`config.mk`:
```
export PLATFORM = sky130hd
export DESIGN_NAME = folded_threshold_voter
export DESIGN_NICKNAME = d
export VERILOG_FILES = /design/src/rtl/folded_threshold_voter.sv
export SDC_FILE = /design/constraint.sdc
export NUM_CORES = 1
export LEC_CHECK = 0
export CAP_MARGIN = 5
export CORE_MARGIN = 3
export CORE_UTILIZATION = 40
export CTS_CLUSTER_DIAMETER = 50
export DETAILED_ROUTE_END_ITERATION = 16
export PLACE_DENSITY = 0.7
export RECOVER_POWER = 25
export SLEW_MARGIN = 20
export SYNTH_ARGS = -nofsm -noshare
export SYNTH_HDL_FRONTEND = slang
export SYNTH_SLANG_ARGS = --single-unit
```
`constraint.sdc`:
```
create_clock -name clk -period 4.4 [get_ports clk]
set_input_delay 1.32 -clock clk [delete_from_list [all_inputs] [get_ports clk]]
set_output_delay 1.32 -clock clk [all_outputs]
set_load 0.05 [all_outputs]
```
`src/rtl/folded_threshold_voter.sv`:
```
// folded_threshold_voter: threshold voter that folds the popcount of an N-bit
// vote vector over FOLD-bit chunks, with valid/ready handshakes on both sides.
module folded_threshold_voter #(
   parameter int N = 15,
   parameter int FOLD = 4,
   parameter int EARLY_EXIT = 0,
   localparam int CW = $clog2(N + 1),
   localparam int S = (N + FOLD - 1) / FOLD
) (
   input  logic          clk,
   input  logic          rst,
   input  logic          in_valid,
   output logic          in_ready,
   input  logic [N-1:0]  x,
   input  logic [CW-1:0] thr,
   output logic          out_valid,
   input  logic          out_ready,
   output logic          y,
   output logic [CW-1:0] count
);
   localparam int IW = S > 1 ? $clog2(S) : 1;
   localparam int PW = S * FOLD;
   typedef enum logic [1:0] {IDLE, BUSY, DONE} state_t;
   state_t state;
   logic [PW-1:0] xr;
   logic [CW-1:0] thr_r, acc, pc, acc_next;
   logic [IW-1:0] idx;
   int rem;
   logic stop;
   assign in_ready = state == IDLE;
   assign out_valid = state == DONE;
   // xr shifts down one chunk per cycle, so the current chunk is always its low FOLD bits
   always_comb begin
      pc = '0;
      for (int i = 0; i < FOLD; i++) pc = pc + CW'(xr[i]);
      acc_next = acc + pc;
      rem = (int'(idx) + 1) * FOLD >= N ? 0 : N - (int'(idx) + 1) * FOLD;
      stop = idx == IW'(S - 1) ||
             (EARLY_EXIT != 0 && (acc_next >= thr_r || int'(acc_next) + rem < int'(thr_r)));
   end
   always_ff @(posedge clk or posedge rst) begin
      if (rst) begin
         state <= IDLE;
         xr <= '0;
         thr_r <= '0;
         acc <= '0;
         idx <= '0;
         y <= 1'b0;
         count <= '0;
      end else begin
         case (state)
            IDLE: if (in_valid) begin
               xr <= PW'(x);
               thr_r <= thr;
               acc <= '0;
               idx <= '0;
               state <= BUSY;
            end
            BUSY: begin
               acc <= acc_next;
               idx <= idx + 1'b1;
               xr <= xr >> FOLD;
               if (stop) begin
                  state <= DONE;
                  y <= acc_next >= thr_r;
                  count <= acc_next;
               end
            end
            DONE: if (out_ready) state <= IDLE;
            default: state <= IDLE;
         endcase
      end
   end
endmodule

```
==> results of run 1 <==
[cell type report]
cell class,count,share of cell area (%)
sequential,32,40.6
multi-input combinational,115,34.3
timing repair buffer,30,14.9
clock buffer,6,3.68
tap,48,3.05
clock inverter,2,1.78
inverter,9,1.71
[power groups by stage]
stage                     Clock [uW]  Sequential, uW  Combinational [uW]
final                            272             533                 919
after CTS                        277             535                 933
after global placement             0             529                 894
after global routing             295             555                1050
after detailed placement           0             538                 925
after floorplan                    0             592                 670
[metal layers]
layer | GRT usage, % | up-vias | share of wire, %
met1 | 20.2 | 550 | 49
li1 | - | 594 | -
met4 | 6.08 | 0 | 0.83
met3 | 5.02 | 4 | 3.8
met2 | 21.9 | 20 | 46
met5 | 0 | - | 0
[registers in the layout, summed over array words and instances (netlist names)]
signal	count
y	1
acc	4
state	2
idx	2
thr_r	4
xr	15
count	4
[critical path, stage by stage (launching register included)]
cell and delay, ns:
dfrtp_1 0.43, nand2b_1 0.18, inv_1 0.06, clkdlybuf4s50_1 0.79
[cells in the final DEF (no fill, tap or decap), types with 2 or more instances in the layout]
cell type | Yosys | final
mux2_2 | 2 | 2
dlygate4sd3_1 | 0 | 3
nand2_2 | 4 | 4
nand2_1 | 42 | 42
clkbuf_8 | 0 | 5
clkbuf_1 | 0 | 2
nor2_1 | 12 | 12
o21ai_0 | 13 | 13
clkdlybuf4s50_1 | 0 | 26
inv_1 | 9 | 9
o21ai_1 | 5 | 5
ha_1 | 6 | 6
fa_1 | 3 | 3
xnor2_1 | 2 | 2
nand3_1 | 4 | 4
a31oi_1 | 8 | 8
a31oi_2 | 3 | 3
a21oi_1 | 3 | 3
dfrtp_1 | 32 | 32
nand2b_1 | 3 | 2
[path summary, 6_finish.rpt]
| check | startpoint | end | slack (ns) |
|---|---|---|---|
| worst min-delay path | count[3] | count[3] | 0.48 |
| worst max register to register | xr[0] | y | 1.58 |
| worst max-delay path | state[0] | out_valid | 1.34 |
| max in group asynchronous | rst | y | 1.35 |
| worst min register to register | count[3] | count[3] | 0.48 |
| min in group asynchronous | rst | xr[5] | 2.08 |
[logic make-up (layout without fill, tap and decap cells)]
kind of cell,after synthesis,after routing,synth area share [%]
simple gates,69,69,18.7
compound gates,32,32,12.2
flops,32,32,50.8
buf+inv,17,47,6.58
fa+ha+maj,9,9,8.56
mux,3,3,2.06
xor+xnor,2,2,1.11
[Yosys cell counts (2+ instances only)]
cell / n
nand2_2: 4
nand2_1: 42
xnor2_1: 2
a31oi_1: 8
inv_1: 9
buf_4: 2
dfrtp_1: 32
o21ai_1: 5
o21ai_0: 13
a31oi_2: 3
nor2_1: 12
buf_2: 4
ha_1: 6
nand3_1: 4
fa_1: 3
nand2b_1: 3
mux2_2: 2
a21oi_1: 3
[metrics by stage]
stage	util (%)	hold WS, ns	worst slack (ns)
6_report	52.7	0.478	1.34
5_1_grt	52.7	0.503	0.984
4_1_cts	52.8	0.488	1.33
3_5_place_dp	49.9	0.474	1.58
3_3_place_gp	49.8	0.463	1.67
2_1_floorplan	-	0.452	1.75
==> results.md, run 1 <==
- For this design the total switching power over the nets is approximately 740 uW.
- The core area is 0.00374 mm2.
- The checks that failed: capacitance limit, slew limit.
- The die height is 68.8 um.
- Setup repair after global routing left no endpoint under its margin.
- Global routing used between 10% and 20% of the available tracks across all layers.
- The count of inserted antenna diode cells is 0.
- In this run, synthesis inferred 0 flip-flops with an integrated enable.
- Gates resized during post-CTS repair numbered 0.
- The share of flip-flops with an asynchronous set or reset after synthesis is 100%.
- Dividing the detail-routed wire length by the instance count gives 12.0 um.
- The detailed router finished its first iteration with approximately 100 violations.
- The initial antenna violation count is 0.
- The final max-slew violation count is 33.
- The cell-internal power is 984 uW.
- The run finished, with violations left.
- In this run the tightest slew margin relative to its limit is -13.0%.
- The worst setup path is captured at an output pin.
- The number of top-level pins is 30.
- For the worst setup path, the data required time is 3.08 ns.
- The share of total power in combinational logic is 53.3%.
- For this configuration, the core starts out at a cell density of 42.1%.
- The yosys synthesis warning count is 0.
- The number of global-route vias before repair was 1203.
- Summing every instance area after synthesis gives roughly 0.0016 mm2.
- The post-synthesis sequential element count is 32.
- Once layout is done, the placed cells without fillers occupy around 0.002 mm2.
- The routed via count is 1168.
- Along the worst hold path, the cell count comes to 2.
- Summed over all failing endpoints, the final setup total negative slack is 0 ns.
- The hold buffer count at cts is 0.
- The arrival time reported for the critical path endpoint is 1.74 ns.
- The post-layout net count is 225.
- The growth of design area from synthesis to finish is 25.0%.
- Routability-driven placement finished with a final weighted congestion of 0.719.
- The die covers 0.00473 mm2.
- The multi-input combinational cells in the finished layout cover a total of 676 um2.
- Using the TritonRoute via totals, the vias-per-cell ratio works out to 4.83.
- The H-tree was split into 2 levels.
- CTS saw 32 sinks.
- For this run, the top clock speed supported by timing is approximately 0.33 GHz.
- The maximum fanout count along the critical path is 5.
- The per-instance average area after synthesis is 9.62 um2.
- The total half-perimeter wirelength after legalization and detailed placement is approximately 2000 um.
- The number of buffers inserted by port buffering is 29.
- After technology mapping, the gate count stands at 164.
- The count of cell types in the netlist is 25.
- The sort of element at the start of the critical path is a register.
- Cells with a size suffix above 1 make up 9.79% of the layout.
- The clock root buffer is clkbuf_8.
- In this run the worst hold path is classified as reg2reg.
- The worst voltage drop across the vdd grid is 0.491 mV.
- Sorting the synthesized cells by area gives the leading types as dfrtp_1, nand2_1, ha_1.
- The worst-case clock skew is approximately 0.0028 ns.
- The standby leakage power is 0.000879 uW.
- The pin count of the biggest net entering global routing is 37.
- The CTS tree is yes.
- The sequential cell area is between 800 and 900 um2.
- Measured along the x axis, the die boundary spans 68.8 um.
- The overflow left after global routing is 0.
- The first global-routing pass estimated 5260 um of wire.
- The maximum clock path buffer count is 2.
- For this run, design rule violations remaining after detail routing come to 0.
- Summed over all instances, the cell type with the most area after synthesis is dfrtp_1.
- At the pin with the least slew margin, the transition time is 1.70 ns.
- The post-CTS setup repair buffer count is 0.
- The total design power is 1720 uW.
- The number of cells on the worst reg-to-reg path is 9.
- The share of synthesized area in the top cell type comes to 50.8%.
- Once placement finished, the instance area stood at 0.00187 mm2.
- The startpoint-to-endpoint class of the critical path is reg2out.
- The final critical path time including I/O delays and setup is about 3.1 ns.
- The first TritonRoute pass finished after 4 iterations.
- The clock slew at the register clock pins of the worst setup and hold paths is 0.06 ns.
- Including well taps, the total number of placed cells is 234.
- Setup violations remaining at the end of the flow were counted as 0.
- In this run the remaining antenna-violating nets after routing total 0.
- In the finished design, the share of the clock period the worst path needs comes to 69.6%.
- Clock tree synthesis inserted a total of 5 buffers.
- The latest clock arrival within the worst-skew pair is between 0.2 and 0.3 ns.
- In the synthesized netlist the dominant register cell turns out to be dfrtp_1.
- In this run, the clock network consumes 15.8% of the power.
- The portion of total power attributed to sequential cells is a little under a third.
- The number of cells in the finished layout apart from fillers is 242.
- The switching share of power is 42.9%.
- The count of endpoints failing hold in the final timing report came to 0.
- The max-capacitance violation count is 1.
- Counting the fill cells in the layout gives 350.
- The standard-cell row count is 22.
- The number of nets handed over by synthesis was 196.
- The sequential share of the synthesized area is 50.8%.
- The final wirelength is 2900 um.
- In this run the power density over the cells is 874 mW/mm2.
Power figures use the tool's default switching activity.
==> run 2, diff against run 1 <==
--- a/config.mk
+++ b/config.mk
@@ -10,7 +10,7 @@
 export CORE_UTILIZATION = 40
 export CTS_CLUSTER_DIAMETER = 50
 export DETAILED_ROUTE_END_ITERATION = 16
-export PLACE_DENSITY = 0.7
+export PLACE_DENSITY = 0.73
 export RECOVER_POWER = 25
 export SLEW_MARGIN = 20
 export SYNTH_ARGS = -nofsm -noshare
==> constraint.sdc (replaced) <==
create_clock -name clk -period 2.6 [get_ports clk]
set_input_delay 0.78 -clock clk [delete_from_list [all_inputs] [get_ports clk]]
set_output_delay 0.78 -clock clk [all_outputs]
set_load 0.05 [all_outputs]
==> results.md, run 2 (synthesized netlist as in run 1, its figures left out) <==
- The flow ran to the end, but the final reports show violations.
- The core area is between 0.003 and 0.004 mm2.
- The initialized floorplan defines 22 standard-cell rows.
- The final wirelength is just under 3000 um.
- Once detailed placement completed, the half-perimeter wirelength came to 1980 um.
- Counting every sink on the clock net gives 32.
- Dividing total power by cell area gives a power density of 1640 mW/mm2.
- Signal routing reaches up to met4.
- Measured along the x axis, the die boundary spans around 70 um.
- Summing all placed instances gives a cell area of about 0.0019 mm2.
- The worst voltage drop across the vdd grid is 1.01 mV.
- The max-capacitance violation count is 0.
- The total routed wire length on the met1 layer is 1390 um.
- The global-route wire length before repair is 5050 um.
- The number of CTS-inserted buffers is 5.
- The tightest min-delay check is of the reg2reg type.
- Setup repair after global routing could not meet its margin everywhere.
- The final max-slew violation count is 0.
- Of all nets on the critical path, the largest fanout is 2.
- Using the TritonRoute via totals, the vias-per-cell ratio works out to 4.83.
- The number of detailed-route iterations in the first pass is 4.
- The maximum clock path buffer count is 2.
- The pin count of the biggest net entering global routing is 37.
- The standby leakage power is 0.000910 uW.
- The overflow left after global routing is 0.
- Based on the critical path, the design can be clocked at up to 0.375 GHz.
- The overall track demand over capacity in global routing is 14.7%.
- The final-layout worst hold slack is 0.475 ns.
- The relative max-transition margin is 49.1%.
- Data on the critical path is required at its endpoint by 2.76 ns.
- In the detailed route, the total length drawn on met2 is 1350 um.
- The final critical path time including I/O delays and setup is 2.67 ns.
- The worst path uses 103% of the clock period.
- The die footprint is 0.00473 mm2.
- The logic depth of the worst register-to-register path is 7.
- For the pin with the worst max-slew slack, the measured transition is 0.763 ns.
- The total design power is 3400 uW.
- STA classifies the critical path endpoint as a register.
- Port buffering added 29 buffers.
- The wire length per cell after detailed routing is 11.8 um.
- Prior to clock tree synthesis, the placed netlist has a worst setup slack of -0.129 ns.
- The starting utilization of the core area is 42.1%.
- The clock slew at the register clock pins of the worst setup and hold paths is 0.07 ns.
- The sort of element at the start of the critical path is a register.
- Cells with a size suffix above 1 make up 17.1% of the layout.
- The register with the most flip-flops in the layout has 15 of them.
- The depth of the worst hold-timing path is 2.
- TritonCTS built the clock tree.
- The startpoint-to-endpoint class of the critical path is reg2reg.
- The number of global-route vias before repair is 1135.
- The checks that failed: setup timing.
- xr holds more flip-flops than any other register.
- In this run the number of H-tree levels came out at 2.
- The iteration-0 DRC count of the detailed router is 64.
- In this run the vertical extent of the chip is 68.8 um.
- The number of top-level pins is 30.
- Clock latency on the worst-skew pair, taken at its later pin, is approximately 0.29 ns.
- The growth of design area from synthesis to finish is 31.2%.
- The worst-case clock skew is approximately 0.011 ns.
- For this run, design rule violations remaining after detail routing come to 0.
- The final weighted congestion of routability-driven global placement is 0.736.
- The routed via count is between 1k and 1.5k.
- At the worst endpoint, the arrival time is 2.83 ns.
- The count of inserted antenna diode cells is 0.
- The count of endpoints failing hold in the final timing report is 0.
- The count of nets left with antenna violations after detail routing is 0.
- The library cell used most frequently in the layout, excluding fill and tap cells, is nand2_1.
- Setup slack on the critical path of the routed design comes to -0.0686 ns.
- The number of failing setup endpoints in the final timing report is 1.
- Once layout is done, the placed cells without fillers occupy 0.00207 mm2.
- The library cells used most frequently in the layout, excluding fill and tap cells, are nand2_1, dfrtp_1, clkdlybuf4s50_1, o21ai_0, nor2_1.
- The initial antenna violation count is 0.
- The number of fill cells is 354.
- The hold buffer count at cts is 0.
- In the detailed route, the total length drawn on met3 is 98 um.
- The post-layout net count is between 200 and 250.
- At the end of the flow the core is filled with cells to between 50 and 60%.
- Clock tree synthesis selected as its root buffer the cell clkbuf_8.
run 2: cell types whose count changed in the layout (fill, tap and decap cells not counted), sizes merged:
cell | before | now
buf | 0 | 5
run 2: final timing paths:
kind / end / slack, ns / from
setup / recovery: y / -0.07 / xr[0]
setup reg to reg: y / -0.07 / xr[0]
max in group asynchronous: y / 0.96 / rst
min in group asynchronous: xr[5] / 1.14 / rst
hold reg to reg: count[0] / 0.47 / count[0]
hold / removal: count[0] / 0.47 / count[0]
run 2: critical path, cell delays in order, from the launching register on:
cell and delay (ns):
dfrtp_1 0.41, fa_1 0.51, fa_2 0.40, fa_2 0.58, ha_4 0.21, a21oi_2 0.13
o21ai_1 0.06, mux2_2 0.25
run 2: routing by layer:
| metal | global-route usage [%] | vias to the layer above |
|---|---|---|
| met5 | 0 | - |
| met4 | 8.03 | 0 |
| met3 | 3.40 | 7 |
| met2 | 22.5 | 19 |
| met1 | 19.3 | 562 |
| li1 | - | 604 |
run 2: repair_timing:
item / CTS / global route
setup buffers: 1 / 2
gates cloned: 0 / 0
setup endpoints to repair: 1 / 1
pin swaps: 5 / 9
resized for setup: 3 / 6
run 2: layout make-up:
type                    instances  area, um2  share of cell area [%]
flip-flops and latches         32        801                    38.7
multi-input cells             115        734                    35.5
repair buffers                 35        333                    16.1
clock buffers                   6       72.6                    3.51
well taps                      48       60.1                    2.90
clock inverters                 2       35.0                    1.69
inverters                       9       33.8                    1.63
run 2: through the flow:
stage	TNS (ns)	instances
2_1_floorplan	0	164
3_3_place_gp	-0.0536	236
3_5_place_dp	-0.129	236
4_1_cts	-0.0594	245
5_1_grt	-0.175	247
6_report	-0.0686	247
run 2: where the power goes:
part	total (uW)	switching (uW)	leakage (uW)	internal (uW)
sequential	903	153	0.000394	750
combinational	2030	1080	0.000461	955
clock	461	177	0.0000552	284
total	3400	1410	0.000910	1990
